File: src/rtl/local_inject_arbiter_if.sv
// local_inject_arbiter_if: requester-side and router-side handshake bundle.
// Latency: none, wires only.
// Backpressure: src_busy toward requesters, out_busy from the router.
interface local_inject_arbiter_if #(
  parameter int N_SRC  = 4,
  parameter int FLIT_W = 32
);
  logic [N_SRC-1:0]        src_en;
  logic [N_SRC-1:0]        src_valid;
  logic [N_SRC*FLIT_W-1:0] src_data;
  logic [N_SRC-1:0]        src_busy;
  logic [FLIT_W-1:0]       out_data;
  logic                    out_valid;
  logic                    out_busy;

  // Environment side: requesters plus the router's local rx port.
  modport master (
    output src_en, src_valid, src_data, out_busy,
    input  src_busy, out_data, out_valid
  );

  // Arbiter side.
  modport slave (
    input  src_en, src_valid, src_data, out_busy,
    output src_busy, out_data, out_valid
  );
endinterface

File: src/rtl/local_inject_arbiter.sv
// local_inject_arbiter: round-robin merge of per-requester one-flit holding registers onto the router local rx port.
// Latency: 2 cycles from the requester accept edge to out_valid; 1 flit/cycle aggregate.
// Backpressure: out_busy freezes the output register; src_busy is high while a requester's holding register is full.
module local_inject_arbiter #(
  parameter int N_SRC     = 4,
  parameter int FLIT_W    = 32,
  parameter int STALL_MAX = 1023
) (
  input  logic                         clk,
  input  logic                         reset,
  local_inject_arbiter_if.slave        bus,
  output logic [19:0]                  flit_count,
  output logic                         stall
);

  localparam int PTR_W = $clog2(N_SRC);

  logic [N_SRC-1:0]  hold_v;
  logic [FLIT_W-1:0] hold_d [N_SRC];
  logic [PTR_W-1:0]  ptr;
  logic [N_SRC-1:0]  eligible;
  logic              out_v;
  logic [FLIT_W-1:0] out_d;
  logic              out_free;
  logic              gnt_vld;
  logic [PTR_W-1:0]  gnt_idx;
  logic [PTR_W-1:0]  cand;
  logic              xfer;
  logic              blocked;
  logic [15:0]       stall_cnt;
  logic [15:0]       stall_cnt_nxt;
  logic [19:0]       flit_cnt;

  // src_busy comes straight from registers, so nothing combinational reaches it.
  assign bus.src_busy  = hold_v;
  assign bus.out_valid = out_v;
  assign bus.out_data  = out_d;
  assign flit_count    = flit_cnt;

  assign eligible = hold_v & bus.src_en;
  assign xfer     = out_v & ~bus.out_busy;
  assign blocked  = out_v & bus.out_busy;
  // The output register can take a new flit when empty or draining on this edge.
  assign out_free = ~out_v | ~bus.out_busy;

  // Round-robin search: first eligible requester starting just after the last winner.
  always_comb begin
    gnt_vld = 1'b0;
    gnt_idx = '0;
    cand    = '0;
    for (int k = 1; k <= N_SRC; k++) begin
      cand = PTR_W'((int'(ptr) + k) % N_SRC);
      if (!gnt_vld && eligible[cand]) begin
        gnt_vld = 1'b1;
        gnt_idx = cand;
      end
    end
  end

  // Holding registers: release on grant, otherwise capture an offered flit when empty.
  always_ff @(posedge clk or negedge reset) begin
    if (!reset) begin
      hold_v <= '0;
      for (int i = 0; i < N_SRC; i++) hold_d[i] <= '0;
    end else begin
      for (int i = 0; i < N_SRC; i++) begin
        if (out_free && gnt_vld && gnt_idx == PTR_W'(i)) begin
          hold_v[i] <= 1'b0;
        end else if (bus.src_valid[i] && !hold_v[i]) begin
          hold_v[i] <= 1'b1;
          hold_d[i] <= bus.src_data[i*FLIT_W +: FLIT_W];
        end
      end
    end
  end

  // Output stage: load the winner when free, go idle when free with no winner.
  always_ff @(posedge clk or negedge reset) begin
    if (!reset) begin
      out_v <= 1'b0;
      out_d <= '0;
      ptr   <= PTR_W'(N_SRC - 1);
    end else if (out_free) begin
      if (gnt_vld) begin
        out_v <= 1'b1;
        out_d <= hold_d[gnt_idx];
        ptr   <= gnt_idx;
      end else begin
        out_v <= 1'b0;
      end
    end
  end

  // Consecutive blocked cycles, saturating so a long stall cannot wrap back below the limit.
  always_comb begin
    stall_cnt_nxt = '0;
    if (blocked) begin
      stall_cnt_nxt = (stall_cnt >= 16'(STALL_MAX)) ? 16'(STALL_MAX) : stall_cnt + 16'd1;
    end
  end

  // Transfer counter and sticky stall flag; stall is raised on the edge the count hits the limit.
  always_ff @(posedge clk or negedge reset) begin
    if (!reset) begin
      flit_cnt  <= '0;
      stall_cnt <= '0;
      stall     <= 1'b0;
    end else begin
      if (xfer) flit_cnt <= flit_cnt + 20'd1;
      stall_cnt <= stall_cnt_nxt;
      if (blocked && stall_cnt_nxt == 16'(STALL_MAX)) stall <= 1'b1;
    end
  end

endmodule

File: src/flat_wrapper.sv
// flat-port wrapper written by rule: the top's interface ports become plain ports
module local_inject_arbiter_flat 
#(
  parameter int N_SRC     = 4,
  parameter int FLIT_W    = 32,
  parameter int STALL_MAX = 1023
)
  (clk, reset, flit_count, stall, bus_src_en, bus_src_valid, bus_src_data, bus_out_busy, bus_src_busy, bus_out_data, bus_out_valid);
  local_inject_arbiter_if #(.N_SRC(N_SRC), .FLIT_W(FLIT_W)) bus_i ();
  input  logic clk;
  input  logic reset;
  output logic [19:0] flit_count;
  output logic stall;
  input wire logic [$bits(bus_i.src_en)-1:0] bus_src_en;
  input wire logic [$bits(bus_i.src_valid)-1:0] bus_src_valid;
  input wire logic [$bits(bus_i.src_data)-1:0] bus_src_data;
  input wire logic [$bits(bus_i.out_busy)-1:0] bus_out_busy;
  output wire logic [$bits(bus_i.src_busy)-1:0] bus_src_busy;
  output wire logic [$bits(bus_i.out_data)-1:0] bus_out_data;
  output wire logic [$bits(bus_i.out_valid)-1:0] bus_out_valid;
  assign bus_i.src_en = bus_src_en;
  assign bus_i.src_valid = bus_src_valid;
  assign bus_i.src_data = bus_src_data;
  assign bus_i.out_busy = bus_out_busy;
  assign bus_src_busy = bus_i.src_busy;
  assign bus_out_data = bus_i.out_data;
  assign bus_out_valid = bus_i.out_valid;
  local_inject_arbiter #(.N_SRC(N_SRC), .FLIT_W(FLIT_W), .STALL_MAX(STALL_MAX)) u_core (.clk(clk), .reset(reset), .bus(bus_i), .flit_count(flit_count), .stall(stall));
endmodule
File: config.mk
export PLATFORM = sky130hd
export DESIGN_NAME = local_inject_arbiter_flat
export DESIGN_NICKNAME = d
export VERILOG_FILES = /design/src/rtl/local_inject_arbiter_if.sv /design/src/rtl/local_inject_arbiter.sv /design/src/flat_wrapper.sv
export SDC_FILE = /design/constraint.sdc
export NUM_CORES = 1
export LEC_CHECK = 0
export ABC_AREA = 1
export CAP_MARGIN = 0
export CORE_MARGIN = 5
export CORE_UTILIZATION = 45
export DETAILED_ROUTE_END_ITERATION = 8
export PLACE_DENSITY = 0.72
export SYNTH_ARGS = -nofsm -noshare
export SYNTH_HDL_FRONTEND = slang
export SYNTH_SLANG_ARGS = --single-unit
File: constraint.sdc
create_clock -name clk -period 2.75 [get_ports clk]
set_clock_uncertainty 0.2 [all_clocks]
set_input_delay 0.55 -clock clk [delete_from_list [all_inputs] [get_ports clk]]
set_output_delay 0.55 -clock clk [all_outputs]
set_load 0.005 [all_outputs]
==> flow_summary.yaml <==
global_route:
  grtUsageTotal: 0.204
  antenna_found_initial: 4
  grt_pass1_wl_mm: 39.4
  grt_max_degree: 74
  met1_usage: 0.270
  met3_usage: 0.0407
  grtUsageMet2: 0.336
  grt-busiest-layer: "met2"
  grt.overflow.total: 0
  grt_pass1_vias: 7814
detailed_routing:
  dr.first_iter.drc_count: 453
  drc: 0
  drtAntennaViolNets: 0
  drt_wl_total_mm: 24.3
  first_pass_iters: 5
  viasPerCell: 4.94
  wl_per_cell_um: 15.7
  vias: 7635
synthesis:
  synth_top_area_cell: "dfrtp_1"
  synth-seq-cells: 204
  synthCells: 1048
  synth_seq_area_share: 0.553
  yosysTopAreaCellShare: 0.547
  netlist_area_mm2: 0.00924
  async_flop_share: 1.00
  synth_edf_count: 0
  ys_types: 37
  synthTopCellsByArea: "dfrtp_1 55%, nand2_1 11%, mux2_2 6.3%, nand3_1 5.2%, inv_1 4.3%"
  synthesis.yosys.warnings: 0
  avgSynthCellArea_um2: 8.82
  synth_ff_type: "dfrtp_1"
hold_path:
  hp-class: "reg2reg"
  hp-start: "u_core.flit_count[19]"
finish:
  fin_nets: 1400
  fin_util: 0.616
  final_layout_size_suffix_gt1_frac: 0.115
  area_delta_synth_final_pct: 34.9
  multiInputGateArea_mm2: 0.00349
  fillers: 1718
  ff_latch_area_mm2: 0.00511
  layout.cells.non_filler: 1545
floorplan:
  dieHeight_um: 153
  ios: 197
  num_rows: 52
  start_util: 0.457
  dieWidth_um: 153
  dieArea_mm2: 0.0235
  coreArea_mm2: 0.0202
clocking:
  cts_num_sinks: 204
  path_clk_slew_ns: 0.06
  numCtsBuffers: 23
  clockRootBuffer: "clkbuf_16"
  cts_max_level: 1
  postCtsSetupBuffers: 0
  clockBufferDepth: 3
  clk_latency_ns: 0.51
  cts_tree: "built"
critical_path:
  crit_top_cell: "nand2_1"
  crit_path_cell_trace: "nand3_1 > nand3_1 > nand2_2 > nand2_1 > nand2_2 > nor2_2 > nand2_4 > nand2_2 > buf_12 > inv_2 > nand2_1 > nand2_1 > nand2_1 > nand3_1"
  endpoint_kind: "flip-flop"
  worst_r2r_startpoint: "u_core.ptr[0]"
  critPathKind: "reg2reg"
  worstPathRequired_ns: 2.94
  crit_arrival_ns: 2.64
  crit_start: "u_core.ptr[0]"
  max_stage_delay_ns: 0.64
  critPathMaxFanout: 28
  worstSetupStartpointType: "flip-flop"
  cpMaxStageDelayCell: "dfstp_2"
timing:
  layout_min_cycle_time_ns: 2.45
  finalCritPeriodShare: 0.892
  finalSetupViolCount: 0
  final_max_slew_viol_count: 0
  rsz0062_at_grt: "no"
  tns_ns: 0
  setup_slack_ns: 0.297
  fmax_mhz: 408
  hold-worst-slack_ns: 0.273
  worst_pin_slew_ns: 0.621
  relSlewSlack: 0.586
  hold_violations: 0
placed_design:
  dp_hpwl_mm: 18.0
  io_buffers: 196
  routabilityCongestion: 0.863
  post-place-ws_ns: -0.135
  place_inst: 1503
power:
  vdd_drop_max_mv: 0.675
  pwr_density_cell_mw_per_mm2: 1260
  p_leak_nw: 6.03
run:
  maxCapViolations: 0
outcome:
  outcome: "complete, no violations"
## stage by stage
step                cell area [µm²]  total power [mW]
detailed placement            11700              12.7
finish                        12500              15.8
global route                  12500              17.1
CTS                           12500              15.9
global placement              11700              12.5
floorplan                      9260              10.1
## power breakdown
group | switching [mW] | total (mW) | internal [mW]
Combinational | 4.35 | 7.56 | 3.21
Sequential | 0.684 | 5.05 | 4.37
Clock | 1.19 | 3.16 | 1.97
Total | 6.23 | 15.8 | 9.55
## critical path: cells and delay by family (launching register included)
family,cells,cell delay (ns)
simple gates,12,1.15
flops,1,0.64
buf+inv,2,0.32
## cells by family after synthesis
group | share of synthesized area
other cells | 0.000406
compound gates | 0.0652
fa+ha+maj | 0.00271
buf+inv | 0.0742
flops | 0.553
mux | 0.0633
simple gates | 0.221
xor+xnor | 0.0208
## Yosys cell counts (2+ instances only)
cell type	n
a21oi_1	80
nand4_1	4
xnor2_1	12
mux2_2	52
buf_6	8
o21ai_0	27
ha_1	2
nor2_2	2
buf_4	5
nor2_1	95
nor2_4	2
nor3_1	8
nand2_1	275
xor2_1	10
clkbuf_1	26
nand2_2	4
dfstp_2	2
o21ai_1	6
nand3_1	96
buf_2	6
inv_1	107
inv_2	3
dfrtp_1	202
## flip-flops by register name, indices dropped and copies added, names as in the netlist
name / count
u_core.bus.out_data: 32
u_core.bus.out_valid: 1
u_core.bus.src_busy: 4
u_core.flit_count: 20
u_core.hold_d: 128
u_core.ptr: 2
u_core.stall: 1
u_core.stall_cnt: 16
## area by class of cell
| type | instances | area share |
|---|---|---|
| multi-input cells | 691 | 0.280 |
| well taps | 270 | 0.0271 |
| inverters | 111 | 0.0338 |
| diodes | 2 | 0.000401 |
| clock buffers | 33 | 0.0540 |
| clock inverters | 6 | 0.00873 |
| flip-flops and latches | 204 | 0.409 |
| repair buffers | 228 | 0.187 |
## layout by cell type (no fill, tap or decap), types with 2 or more instances in the layout
cell | synthesis | routed
a21oi_1 | 80 | 80
buf_12 | 0 | 10
buf_4 | 5 | 21
bufinv_16 | 0 | 3
clkbuf_1 | 26 | 4
clkbuf_16 | 0 | 23
clkbuf_8 | 0 | 7
clkdlybuf4s50_1 | 0 | 195
clkinv_2 | 0 | 2
conb_1 | 1 | 6
dfrtp_1 | 202 | 202
dfstp_2 | 2 | 2
diode_2 | 0 | 2
ha_1 | 2 | 2
inv_1 | 107 | 107
inv_2 | 3 | 3
inv_6 | 1 | 2
mux2_2 | 52 | 52
nand2_1 | 275 | 269
nand2_2 | 4 | 10
nand3_1 | 96 | 96
nand4_1 | 4 | 4
nor2_1 | 95 | 94
nor2_2 | 2 | 3
nor2_4 | 2 | 2
nor3_1 | 8 | 8
o21ai_0 | 27 | 27
o21ai_1 | 6 | 6
xnor2_1 | 12 | 12
xor2_1 | 10 | 10
## final timing paths
kind                                           end  slack, ns  cells after the start
min in group asynchronous      u_core.stall_cnt[6]       0.42                      2
setup / recovery           u_core.bus.out_data[11]       0.30                     14
hold reg to reg              u_core.flit_count[19]       0.27                      1
max in group asynchronous        u_core.hold_d[15]       1.16                      3
hold / removal               u_core.flit_count[19]       0.27                      1
setup reg to reg           u_core.bus.out_data[11]       0.30                     14
## metal layers
| layer | vias to the layer above | part of all wire |
|---|---|---|
| met2 | 248 | 0.47 |
| met5 | - | 0.00045 |
| li1 | 3737 | - |
| met3 | 55 | 0.066 |
| met1 | 3593 | 0.43 |
| met4 | 2 | 0.035 |
## timing repair
item,4_1_cts,5_1_grt
setup endpoints to repair,0,1
hold buffers,1,0
gates resized for setup,0,1
hold endpoints to repair,66,0
Note: power is estimated with default switching activity, not from simulation.
